### config.mk
export PLATFORM = sky130hd
export DESIGN_NAME = idx_step_reader_flat
export DESIGN_NICKNAME = d
export VERILOG_FILES = /design/src/rtl/idx_step_reader_if.sv /design/src/rtl/idx_step_reader.sv /design/src/flat_wrapper.sv
export SDC_FILE = /design/constraint.sdc
export NUM_CORES = 1
export LEC_CHECK = 0
export ABC_AREA = 1
export CORE_MARGIN = 3
export CORE_UTILIZATION = 45
export CTS_CLUSTER_DIAMETER = 150
export DETAILED_ROUTE_END_ITERATION = 12
export GPL_ROUTABILITY_DRIVEN = 1
export PLACE_DENSITY = 0.7
export SYNTH_ARGS = -nofsm -noshare
export SYNTH_HDL_FRONTEND = slang
export SYNTH_SLANG_ARGS = --single-unit
### constraint.sdc
create_clock -name clk -period 3.8 [get_ports clk]
set_input_delay 0.95 -clock clk [delete_from_list [all_inputs] [get_ports clk]]
set_output_delay 0.95 -clock clk [all_outputs]
set_load 0.02 [all_outputs]
### src/rtl/idx_step_reader_if.sv
// idx_step_reader_if: command, cursor-load, table-write and result channels of idx_step_reader
interface idx_step_reader_if #(
    parameter int DW = 32,
    parameter int PW = 8,
    parameter int AW = 5
);
    logic          cmd_valid;
    logic          cmd_ready;
    logic [2:0]    cmd_op_i;
    logic [2:0]    cmd_op_j;
    logic [2:0]    cmd_op_k;
    logic          cmd_gate;
    logic          cmd_lazy;
    logic          pos_load;
    logic [PW-1:0] pos_load_val;
    logic          wr_en;
    logic [AW-1:0] wr_addr;
    logic [DW-1:0] wr_data;
    logic          rd_valid;
    logic          rd_ready;
    logic [DW-1:0] rd_data;
    logic [PW-1:0] rd_pos;
    logic          rd_err;
    modport master (
        output cmd_valid, cmd_op_i, cmd_op_j, cmd_op_k, cmd_gate, cmd_lazy,
               pos_load, pos_load_val, wr_en, wr_addr, wr_data, rd_ready,
        input  cmd_ready, rd_valid, rd_data, rd_pos, rd_err
    );
    modport slave (
        input  cmd_valid, cmd_op_i, cmd_op_j, cmd_op_k, cmd_gate, cmd_lazy,
               pos_load, pos_load_val, wr_en, wr_addr, wr_data, rd_ready,
        output cmd_ready, rd_valid, rd_data, rd_pos, rd_err
    );
endinterface

### src/rtl/idx_step_reader.sv
// idx_step_reader: evaluates per-dimension cursor step ops (i, j, k in order) and reads one element
// of a 3-D table; lazy gating skips evaluation, eager gating keeps cursor side effects.
module idx_step_reader #(
    parameter int DI = 2,
    parameter int DJ = 3,
    parameter int DK = 4,
    parameter int DW = 32,
    parameter int PW = 8
) (
    input logic clk,
    input logic rst_n,
    idx_step_reader_if.slave bus
);
    localparam int N  = DI * DJ * DK;
    localparam int AW = $clog2(N);
    typedef enum logic [2:0] {IDLE, EVAL_I, EVAL_J, EVAL_K, READ, OUT} state_t;
    state_t        state_q;
    logic [PW-1:0] pos_q, pos_d, idx_d, dim;
    logic [PW-1:0] idx_i_q, idx_j_q, idx_k_q;
    logic [2:0]    op_i_q, op_j_q, op_k_q, op;
    logic          gate_q, lazy_q, err_q, oor;
    logic          rd_valid_q, rd_err_q;
    logic [DW-1:0] rd_data_q;
    logic [PW-1:0] rd_pos_q;
    logic [AW-1:0] rd_addr;
    logic [DW-1:0] tbl [N];
    // Table entries power up holding their own address and are never touched by reset.
    for (genvar g = 0; g < N; g++) begin : g_ent
        logic [DW-1:0] ent_q = DW'(g);
        always_ff @(posedge clk)
            if (bus.wr_en && bus.wr_addr == AW'(g)) ent_q <= bus.wr_data;
        assign tbl[g] = ent_q;
    end
    always_comb begin
        op      = state_q == EVAL_I ? op_i_q : state_q == EVAL_J ? op_j_q : op_k_q;
        dim     = state_q == EVAL_I ? PW'(DI) : state_q == EVAL_J ? PW'(DJ) : PW'(DK);
        pos_d   = (op == 3'd1 || op == 3'd2) ? pos_q + 1'b1 :
                  (op == 3'd3 || op == 3'd4) ? pos_q - 1'b1 : pos_q;
        idx_d   = (op == 3'd2 || op == 3'd4) ? pos_d : pos_q;
        oor     = idx_d >= dim;
        rd_addr = AW'(idx_i_q * DJ * DK + idx_j_q * DK + idx_k_q);
    end
    always_ff @(posedge clk or negedge rst_n) begin
        if (!rst_n) begin
            state_q    <= IDLE;
            pos_q      <= '0;
            idx_i_q    <= '0;
            idx_j_q    <= '0;
            idx_k_q    <= '0;
            op_i_q     <= '0;
            op_j_q     <= '0;
            op_k_q     <= '0;
            gate_q     <= 1'b0;
            lazy_q     <= 1'b0;
            err_q      <= 1'b0;
            rd_valid_q <= 1'b0;
            rd_data_q  <= '0;
            rd_pos_q   <= '0;
            rd_err_q   <= 1'b0;
        end else begin
            case (state_q)
                IDLE: begin
                    if (bus.pos_load) pos_q <= bus.pos_load_val;
                    if (bus.cmd_valid) begin
                        op_i_q  <= bus.cmd_op_i;
                        op_j_q  <= bus.cmd_op_j;
                        op_k_q  <= bus.cmd_op_k;
                        gate_q  <= bus.cmd_gate;
                        lazy_q  <= bus.cmd_lazy;
                        err_q   <= 1'b0;
                        state_q <= EVAL_I;
                    end
                end
                EVAL_I: begin
                    if (!gate_q && lazy_q) begin
                        rd_valid_q <= 1'b1;
                        rd_data_q  <= '0;
                        rd_pos_q   <= pos_q;
                        rd_err_q   <= 1'b0;
                        state_q    <= OUT;
                    end else begin
                        pos_q   <= pos_d;
                        idx_i_q <= idx_d;
                        err_q   <= oor;
                        state_q <= EVAL_J;
                    end
                end
                EVAL_J: begin
                    pos_q   <= pos_d;
                    idx_j_q <= idx_d;
                    err_q   <= err_q | oor;
                    state_q <= EVAL_K;
                end
                EVAL_K: begin
                    pos_q   <= pos_d;
                    idx_k_q <= idx_d;
                    err_q   <= err_q | oor;
                    state_q <= READ;
                end
                READ: begin
                    rd_valid_q <= 1'b1;
                    rd_data_q  <= (err_q || !gate_q) ? '0 : tbl[rd_addr];
                    rd_pos_q   <= pos_q;
                    rd_err_q   <= err_q;
                    state_q    <= OUT;
                end
                OUT: begin
                    if (bus.rd_ready) begin
                        rd_valid_q <= 1'b0;
                        state_q    <= IDLE;
                    end
                end
                default: state_q <= IDLE;
            endcase
        end
    end
    assign bus.cmd_ready = state_q == IDLE;
    assign bus.rd_valid  = rd_valid_q;
    assign bus.rd_data   = rd_data_q;
    assign bus.rd_pos    = rd_pos_q;
    assign bus.rd_err    = rd_err_q;
endmodule

### src/flat_wrapper.sv
// flat-port wrapper written by rule: the top's interface ports become plain ports
module idx_step_reader_flat 
#(
    parameter int DI = 2,
    parameter int DJ = 3,
    parameter int DK = 4,
    parameter int DW = 32,
    parameter int PW = 8
)
  (clk, rst_n, bus_cmd_valid, bus_cmd_op_i, bus_cmd_op_j, bus_cmd_op_k, bus_cmd_gate, bus_cmd_lazy, bus_pos_load, bus_pos_load_val, bus_wr_en, bus_wr_addr, bus_wr_data, bus_rd_ready, bus_cmd_ready, bus_rd_valid, bus_rd_data, bus_rd_pos, bus_rd_err);
  idx_step_reader_if #(.DW(DW), .PW(PW), .AW(5)) bus_i ();
  input logic clk;
  input logic rst_n;
  input wire logic [$bits(bus_i.cmd_valid)-1:0] bus_cmd_valid;
  input wire logic [$bits(bus_i.cmd_op_i)-1:0] bus_cmd_op_i;
  input wire logic [$bits(bus_i.cmd_op_j)-1:0] bus_cmd_op_j;
  input wire logic [$bits(bus_i.cmd_op_k)-1:0] bus_cmd_op_k;
  input wire logic [$bits(bus_i.cmd_gate)-1:0] bus_cmd_gate;
  input wire logic [$bits(bus_i.cmd_lazy)-1:0] bus_cmd_lazy;
  input wire logic [$bits(bus_i.pos_load)-1:0] bus_pos_load;
  input wire logic [$bits(bus_i.pos_load_val)-1:0] bus_pos_load_val;
  input wire logic [$bits(bus_i.wr_en)-1:0] bus_wr_en;
  input wire logic [$bits(bus_i.wr_addr)-1:0] bus_wr_addr;
  input wire logic [$bits(bus_i.wr_data)-1:0] bus_wr_data;
  input wire logic [$bits(bus_i.rd_ready)-1:0] bus_rd_ready;
  output wire logic [$bits(bus_i.cmd_ready)-1:0] bus_cmd_ready;
  output wire logic [$bits(bus_i.rd_valid)-1:0] bus_rd_valid;
  output wire logic [$bits(bus_i.rd_data)-1:0] bus_rd_data;
  output wire logic [$bits(bus_i.rd_pos)-1:0] bus_rd_pos;
  output wire logic [$bits(bus_i.rd_err)-1:0] bus_rd_err;
  assign bus_i.cmd_valid = bus_cmd_valid;
  assign bus_i.cmd_op_i = bus_cmd_op_i;
  assign bus_i.cmd_op_j = bus_cmd_op_j;
  assign bus_i.cmd_op_k = bus_cmd_op_k;
  assign bus_i.cmd_gate = bus_cmd_gate;
  assign bus_i.cmd_lazy = bus_cmd_lazy;
  assign bus_i.pos_load = bus_pos_load;
  assign bus_i.pos_load_val = bus_pos_load_val;
  assign bus_i.wr_en = bus_wr_en;
  assign bus_i.wr_addr = bus_wr_addr;
  assign bus_i.wr_data = bus_wr_data;
  assign bus_i.rd_ready = bus_rd_ready;
  assign bus_cmd_ready = bus_i.cmd_ready;
  assign bus_rd_valid = bus_i.rd_valid;
  assign bus_rd_data = bus_i.rd_data;
  assign bus_rd_pos = bus_i.rd_pos;
  assign bus_rd_err = bus_i.rd_err;
  idx_step_reader #(.DI(DI), .DJ(DJ), .DK(DK), .DW(DW), .PW(PW)) u_core (.clk(clk), .rst_n(rst_n), .bus(bus_i));
endmodule
==> results of run 1 <==
## power by group through the flow
stage	sequential, uW	clock [uW]	combinational [uW]
floorplan	11100	0	9760
global placement	11100	0	14500
detailed placement	11200	0	14900
CTS	11000	8140	15000
global route	11000	8580	16600
finish	11000	8060	15200
## path summary, 6_finish.rpt
| check | startpoint | to | slack, ns | depth (start not counted) |
|---|---|---|---|---|
| min reg2reg | u_core.bus.rd_data[30]$_DFFE_PN0P_ | u_core.bus.rd_data[30]$_DFFE_PN0P_ | 0.49 | 2 |
| min in group clk | u_core.bus.rd_data[30]$_DFFE_PN0P_ | u_core.bus.rd_data[30]$_DFFE_PN0P_ | 0.49 | 2 |
| min | rst_n | u_core.gate_q$_DFFE_PN0P_ | 0.40 | 1 |
| max | u_core.idx_i_q[1]$_DFFE_PN0P_ | u_core.bus.rd_data[21]$_DFFE_PN0P_ | 0.55 | 13 |
| max reg2reg | u_core.idx_i_q[1]$_DFFE_PN0P_ | u_core.bus.rd_data[21]$_DFFE_PN0P_ | 0.55 | 13 |
| max in group asynchronous | rst_n | u_core.bus.rd_pos[2]$_DFFE_PN0P_ | 2.69 | 2 |
## layer usage
metal,GRT usage (%),up-vias,share of wire (%)
met5,0,-,0.031
met4,5.67,4,2.0
met3,4.01,141,8.4
met2,35.2,1027,48
met1,30.5,11200,42
li1,-,10000,-
## flip-flops by register name, indices dropped and copies added (netlist names)
name                 count
u_core.g_ent.ent_q     768
u_core.bus.rd_data      32
u_core.bus.rd_pos        8
u_core.pos_q             8
u_core.idx_k_q           5
u_core.idx_i_q           3
u_core.idx_j_q           3
u_core.op_i_q            3
u_core.op_j_q            3
u_core.op_k_q            3
u_core.state_q           3
u_core.bus.rd_err        1
u_core.bus.rd_valid      1
u_core.err_q             1
u_core.gate_q            1
u_core.lazy_q            1
## cells by family (layout without fill, tap and decap cells)
group / count (synthesis) / in the layout / synth area share (%)
other: 0 / 3 / 0
AO/OA/AOI/OAI: 687 / 687 / 12.1
XOR/XNOR: 15 / 15 / 0.409
flip-flops: 844 / 844 / 73.6
AND/OR/NAND/NOR: 906 / 906 / 10.8
multiplexers: 6 / 6 / 0.199
buffers and inverters: 224 / 371 / 2.54
adder cells (fa/ha/maj): 9 / 9 / 0.376
## synth_stat cells (all sizes together), types with 2 or more instances
cell type,count
xor2,11
a221oi,20
xnor2,4
nor2,131
clkbuf,136
a221o,12
mux2,6
a32oi,28
nand3,81
edfxtp,768
ha,7
nor3,24
a21oi,359
nand4,4
o21ai,107
nand2,664
o22ai,5
a22oi,129
fa,2
clkinv,2
o211ai,3
buf,38
inv,48
a211oi,19
dfrtp,76
## final cells by class
| class | instances | area, um2 |
|---|---|---|
| diodes | 3 | 7.51 |
| clock buffers | 110 | 2310 |
| clock inverters | 44 | 378 |
| fillers | 6071 | 35300 |
| inverters | 50 | 205 |
| multi-input cells | 1623 | 8320 |
| flip-flops and latches | 844 | 25000 |
| well taps | 969 | 1210 |
| repair buffers | 167 | 1860 |
## through the flow
stage	setup WS [ns]	std cells	hold slack (ns)	instance area, um2	power, uW
after CTS	0.543	3807	0.411	39300	34100
after global placement	0.673	3653	0.467	36600	25600
after detailed placement	0.592	3653	0.474	36600	26100
final	0.545	3810	0.397	39300	34200
after global routing	0.320	3808	0.438	39300	36200
after floorplan	0.710	2691	0.453	33900	20800
==> flow_summary.ini, run 1 <==
[run_status]
status = completed

[run]
max-cap-violations = 0

[clock_network]
cts_tree = done
worst_skew_pair.late_latency_ns = 0.63
ctsRootBufferMaster = sky130_fd_sc_hd__clkbuf_16
clk_transition_reported_paths_ns = 0.06
clk_path_buf_depth = 3
htree_levels = 3
clock_sinks = 844
numCtsBuffers = 85
cts.hold.buffers_added = 0
cts.repair.resized = 0
post-cts-setup-buffer-count = 0

[timing]
timing_max_transition_violations_final = 0
final.setup.tns_ns = 0
timing_hold_violations_final = 0
worst_setup_skew_after_layout_ns = 0.0196
fin_crit_sh_pct = 85.7
max_freq_ghz = 0.307
period_minus_slack_ns = 3.25
timing.max_slew.rel_slack_pct = 23.0
worst_pin_slew_ns = 1.15
final-setup-viol-count = 0
rsz0062_at_grt = false

[grt]
groute.usage.overall_pct = 21.7
grt_first_pass_wirelength_um = 132000
antenna_found_initial = 7
global_route.overflow_total = 0
grt_pass1_vias = 22100
grt_max_degree = 155

[power_and_ir_drop]
power.sequential.fraction_pct = 32.1
power_switching_share_pct = 41.9
combinational_share_of_power_pct = 44.4
internal_power_uw = 19900
share_clk_of_total_power_pct = 23.5
max-vdd-ir-drop_v = 0.000847
leakage_uw = 0.0137
cellPowerDensity_mw_per_mm2 = 872
switchingPower_uw = 14300

[die]
fp.dieW_um = 281
placeableCoreArea_mm2 = 0.0746
initial_core_util_pct = 45.5
num_rows = 100
die_area_mm2 = 0.0787
die_height_um = 281
top_level_ports = 105

[route]
drt_first_pass_iters = 7
routed_wire_length_per_instance_um = 22.7
drt-total-wl_um = 86600
vias = 22400
drt-initial-drc-count = 2688
final_antenna_net_count = 0
remaining_drc_errors = 0
post_drt_via_cell_ratio = 5.89

[worst_setup_path]
critPathKind = flip-flop to flip-flop
cpPeakStageDelay_ns = 0.48
start_kind = flip-flop
worst-endpoint-arrival_ns = 3.74
slowest_stage = sky130_fd_sc_hd__fa_1
path_delay_family = adder cells
critical_path.cell_chain = ha_1 -> inv_1 -> fa_1 -> inv_1 -> ha_1 -> xnor2_1 -> xnor2_1 -> xor2_4 -> inv_1 -> nor2_1 -> buf_4 -> a32oi_1 -> o21ai_0
path_max_fanout = 15
top_cell_by_count_worst_path = sky130_fd_sc_hd__inv_1
worst-path-buf-inv = 4
cp.required_ns = 4.28
end_kind = flip-flop

[logic_synthesis]
synth_async_reset_ratio_pct = 9.00
post-synth-top-area-cell = sky130_fd_sc_hd__edfxtp_1
post_synth_main_area_contributors = sky130_fd_sc_hd__edfxtp_1 68%, sky130_fd_sc_hd__nand2_1 7.2%, sky130_fd_sc_hd__dfrtp_1 5.6%, sky130_fd_sc_hd__a21oi_1 5.3%, sky130_fd_sc_hd__a22oi_1 2.9%
synth.top_cell.area_share_pct = 68.0
synth_seq_area_share_pct = 73.6
edff_count_synth = 768
synthesis.area_mm2 = 0.0339
postSynthCellCount = 2691
unique_cell_type_count_in_the_yosys_netlist = 46
ys_seq_elements = 844
synth_flop_cell = sky130_fd_sc_hd__edfxtp_1
average_instance_area_after_synthesis_um2 = 12.6
yosysWarningCount = 0
postSynthNetCount = 2762

[cells_and_area]
leading_cell_types_in_the_layout_fill_and_taps_excluded = 768 x sky130_fd_sc_hd__edfxtp_1, 652 x sky130_fd_sc_hd__nand2_1, 359 x sky130_fd_sc_hd__a21oi_1
final_layout_size_suffix_gt1_share_pct = 9.06
postLayoutCoreUtil_pct = 52.7
nNetsFinal = 2842
layout_commonest_cell = sky130_fd_sc_hd__edfxtp_1
area_delta_synth_final_pct = 15.7

[min_path]
min-delay-path-class = primary input to asynchronous set/reset pin

[place]
globalplace.congestion = 0.890
dp.final_hpwl_um = 50300
io_buffer_count = 104
Note: power is estimated with default switching activity, not from simulation.
==> run 2, diff against run 1 <==
--- a/config.mk
+++ b/config.mk
@@ -8,7 +8,7 @@
 export ABC_AREA = 1
 export CORE_MARGIN = 3
 export CORE_UTILIZATION = 45
-export CTS_CLUSTER_DIAMETER = 150
+export CTS_CLUSTER_DIAMETER = 50
 export DETAILED_ROUTE_END_ITERATION = 12
 export GPL_ROUTABILITY_DRIVEN = 1
 export PLACE_DENSITY = 0.7
==> flow_summary.ini, run 2 (same netlist as run 1, synthesis figures left out) <==
[power_and_ir_drop]
max-vdd-ir-drop_v = 0.000849
cellPowerDensity_mw_per_mm2 = 874
fin_total_pwr_uw = 34400
leakage_uw = 0.0138

[route]
drt-initial-drc-count = 2797
final_antenna_net_count = 0
vias = 22300
routed_wire_length_per_instance_um = 22.6
drt-total-wl_um = 86400
drt_first_pass_iters = 6
post_drt_via_cell_ratio = 5.84
remaining_drc_errors = 0

[worst_setup_path]
top_cell_by_count_worst_path = sky130_fd_sc_hd__inv_1
cpPeakStageDelay_ns = 0.48
path_max_fanout = 15
critPathKind = flip-flop to flip-flop
cp.required_ns = 4.30
critical_path.cell_chain = ha_1 -> inv_1 -> fa_1 -> inv_1 -> ha_1 -> xnor2_1 -> xnor2_1 -> xor2_4 -> inv_1 -> nor2_1 -> buf_4 -> a32oi_1 -> o21ai_0
end_kind = flip-flop
worst-endpoint-arrival_ns = 3.77
slowest_stage = sky130_fd_sc_hd__fa_1
start_kind = flip-flop

[place]
placement.setup.worst_slack_ns = 0.592
dp.final_hpwl_um = 50300
placedInstanceArea_mm2 = 0.0366
globalplace.congestion = 0.890
io_buffer_count = 104

[clock_network]
cts_tree = done
cts.repair.resized = 0
post-cts-setup-buffer-count = 0
clk_transition_reported_paths_ns = 0.06
htree_levels = 3
clk_path_buf_depth = 3
worst_skew_pair.late_latency_ns = 0.65
clock_sinks = 844
cts.hold.buffers_added = 0
ctsRootBufferMaster = sky130_fd_sc_hd__clkbuf_16
numCtsBuffers = 88

[cells_and_area]
ff_latch_area_mm2 = 0.0250
area_delta_synth_final_pct = 16.1
filler_cell_count = 6050
nNetsFinal = 2845
multiInputGateArea_mm2 = 0.00832
layout_commonest_cell = sky130_fd_sc_hd__edfxtp_1
final_layout_size_suffix_gt1_share_pct = 9.32
leading_cell_types_in_the_layout_fill_and_taps_excluded = 768 x sky130_fd_sc_hd__edfxtp_1, 652 x sky130_fd_sc_hd__nand2_1, 359 x sky130_fd_sc_hd__a21oi_1
design_area_mm2 = 0.0394
regMostFlops = u_core.g_ent.ent_q
max_ffs_per_register = 768

[die]
fp.dieW_um = 281
top_level_ports = 105
die_area_mm2 = 0.0787
die_height_um = 281
num_rows = 100
initial_core_util_pct = 45.5
placeableCoreArea_mm2 = 0.0746

[timing]
final-setup-viol-count = 0
timing_hold_violations_final = 0
timing_max_transition_violations_final = 0
max_freq_ghz = 0.306
timing.max_slew.rel_slack_pct = 21.8
worst_setup_skew_after_layout_ns = 0.0390
rsz0062_at_grt = false
post-route-worst-setup-slack_ns = 0.529
final.setup.tns_ns = 0
period_minus_slack_ns = 3.27
worst_pin_slew_ns = 1.17
fin_crit_sh_pct = 86.1

[run]
max-cap-violations = 0

[grt]
grt_first_pass_wirelength_um = 131000
global_route.overflow_total = 0
grt_max_degree = 155
groute.usage.overall_pct = 21.7
antenna_found_initial = 4
grt_pass1_vias = 22100

[run_status]
status = completed

[min_path]
min-delay-path-class = primary input to asynchronous set/reset pin
[run 2: cell types whose count changed in the layout (fill, tap and decap cells not counted), moves of 2 or more]
cell	before	now
sky130_fd_sc_hd__bufinv_16	5	2
sky130_fd_sc_hd__clkbuf_16	87	89
sky130_fd_sc_hd__clkbuf_8	5	10
sky130_fd_sc_hd__clkinv_1	16	12
sky130_fd_sc_hd__clkinv_16	0	2
sky130_fd_sc_hd__clkinv_4	2	4
sky130_fd_sc_hd__inv_16	0	2
[run 2: through the flow]
stage                     hold WS, ns  std cells  util (%)
after floorplan                 0.453       2691         -
after global placement          0.467       3653      49.0
after detailed placement        0.474       3653      49.0
after CTS                       0.374       3812      52.8
after global routing            0.387       3812      52.8
final                           0.363       3814      52.8
[run 2: layout make-up]
| type | instances | area share (%) |
|---|---|---|
| Clock inverter | 41 | 0.934 |
| Clock buffer | 118 | 6.19 |
| Tap cell | 969 | 3.08 |
| Antenna cell | 2 | 0.0127 |
| Sequential cell | 844 | 63.4 |
| Timing Repair Buffer | 167 | 4.73 |
| Inverter | 50 | 0.521 |
| Multi-Input combinational cell | 1623 | 21.1 |
[run 2: critical path, delay by kind of cell, from the launching register on]
family                   cells  cell delay (ns)
adder cells (fa/ha/maj)      3             0.95
buffers and inverters        4             0.74
XOR/XNOR                     3             0.66
flip-flops                   1             0.41
AO/OA/AOI/OAI                2             0.29
AND/OR/NAND/NOR              1             0.08
[run 2: where the power goes]
group,internal [uW],switching (uW)
Clock,4680,3560
Sequential,10600,422
Combinational,4690,10500
Total,19900,14500
[run 2: path summary, 6_finish.rpt]
path | endpoint | cells past startpoint | slack, ns | start
max | u_core.bus.rd_data[21]$_DFFE_PN0P_ | 13 | 0.53 | u_core.idx_i_q[1]$_DFFE_PN0P_
min | u_core.bus.rd_data[19]$_DFFE_PN0P_ | 1 | 0.36 | rst_n
max reg2reg | u_core.bus.rd_data[21]$_DFFE_PN0P_ | 13 | 0.53 | u_core.idx_i_q[1]$_DFFE_PN0P_
min reg2reg | u_core.bus.rd_data[30]$_DFFE_PN0P_ | 2 | 0.49 | u_core.bus.rd_data[30]$_DFFE_PN0P_
max in group asynchronous | u_core.bus.rd_data[14]$_DFFE_PN0P_ | 2 | 2.70 | rst_n
min in group clk | u_core.bus.rd_data[30]$_DFFE_PN0P_ | 2 | 0.49 | u_core.bus.rd_data[30]$_DFFE_PN0P_
[run 2: layer usage]
metal  share of wire [%]  vias up  track usage (%)
li1                    -    10000                -
met1                  41    11100             30.2
met3                 9.2      140             4.39
met5               0.039        -                0
met2                  47     1056             34.8
met4                 2.1        4             6.52
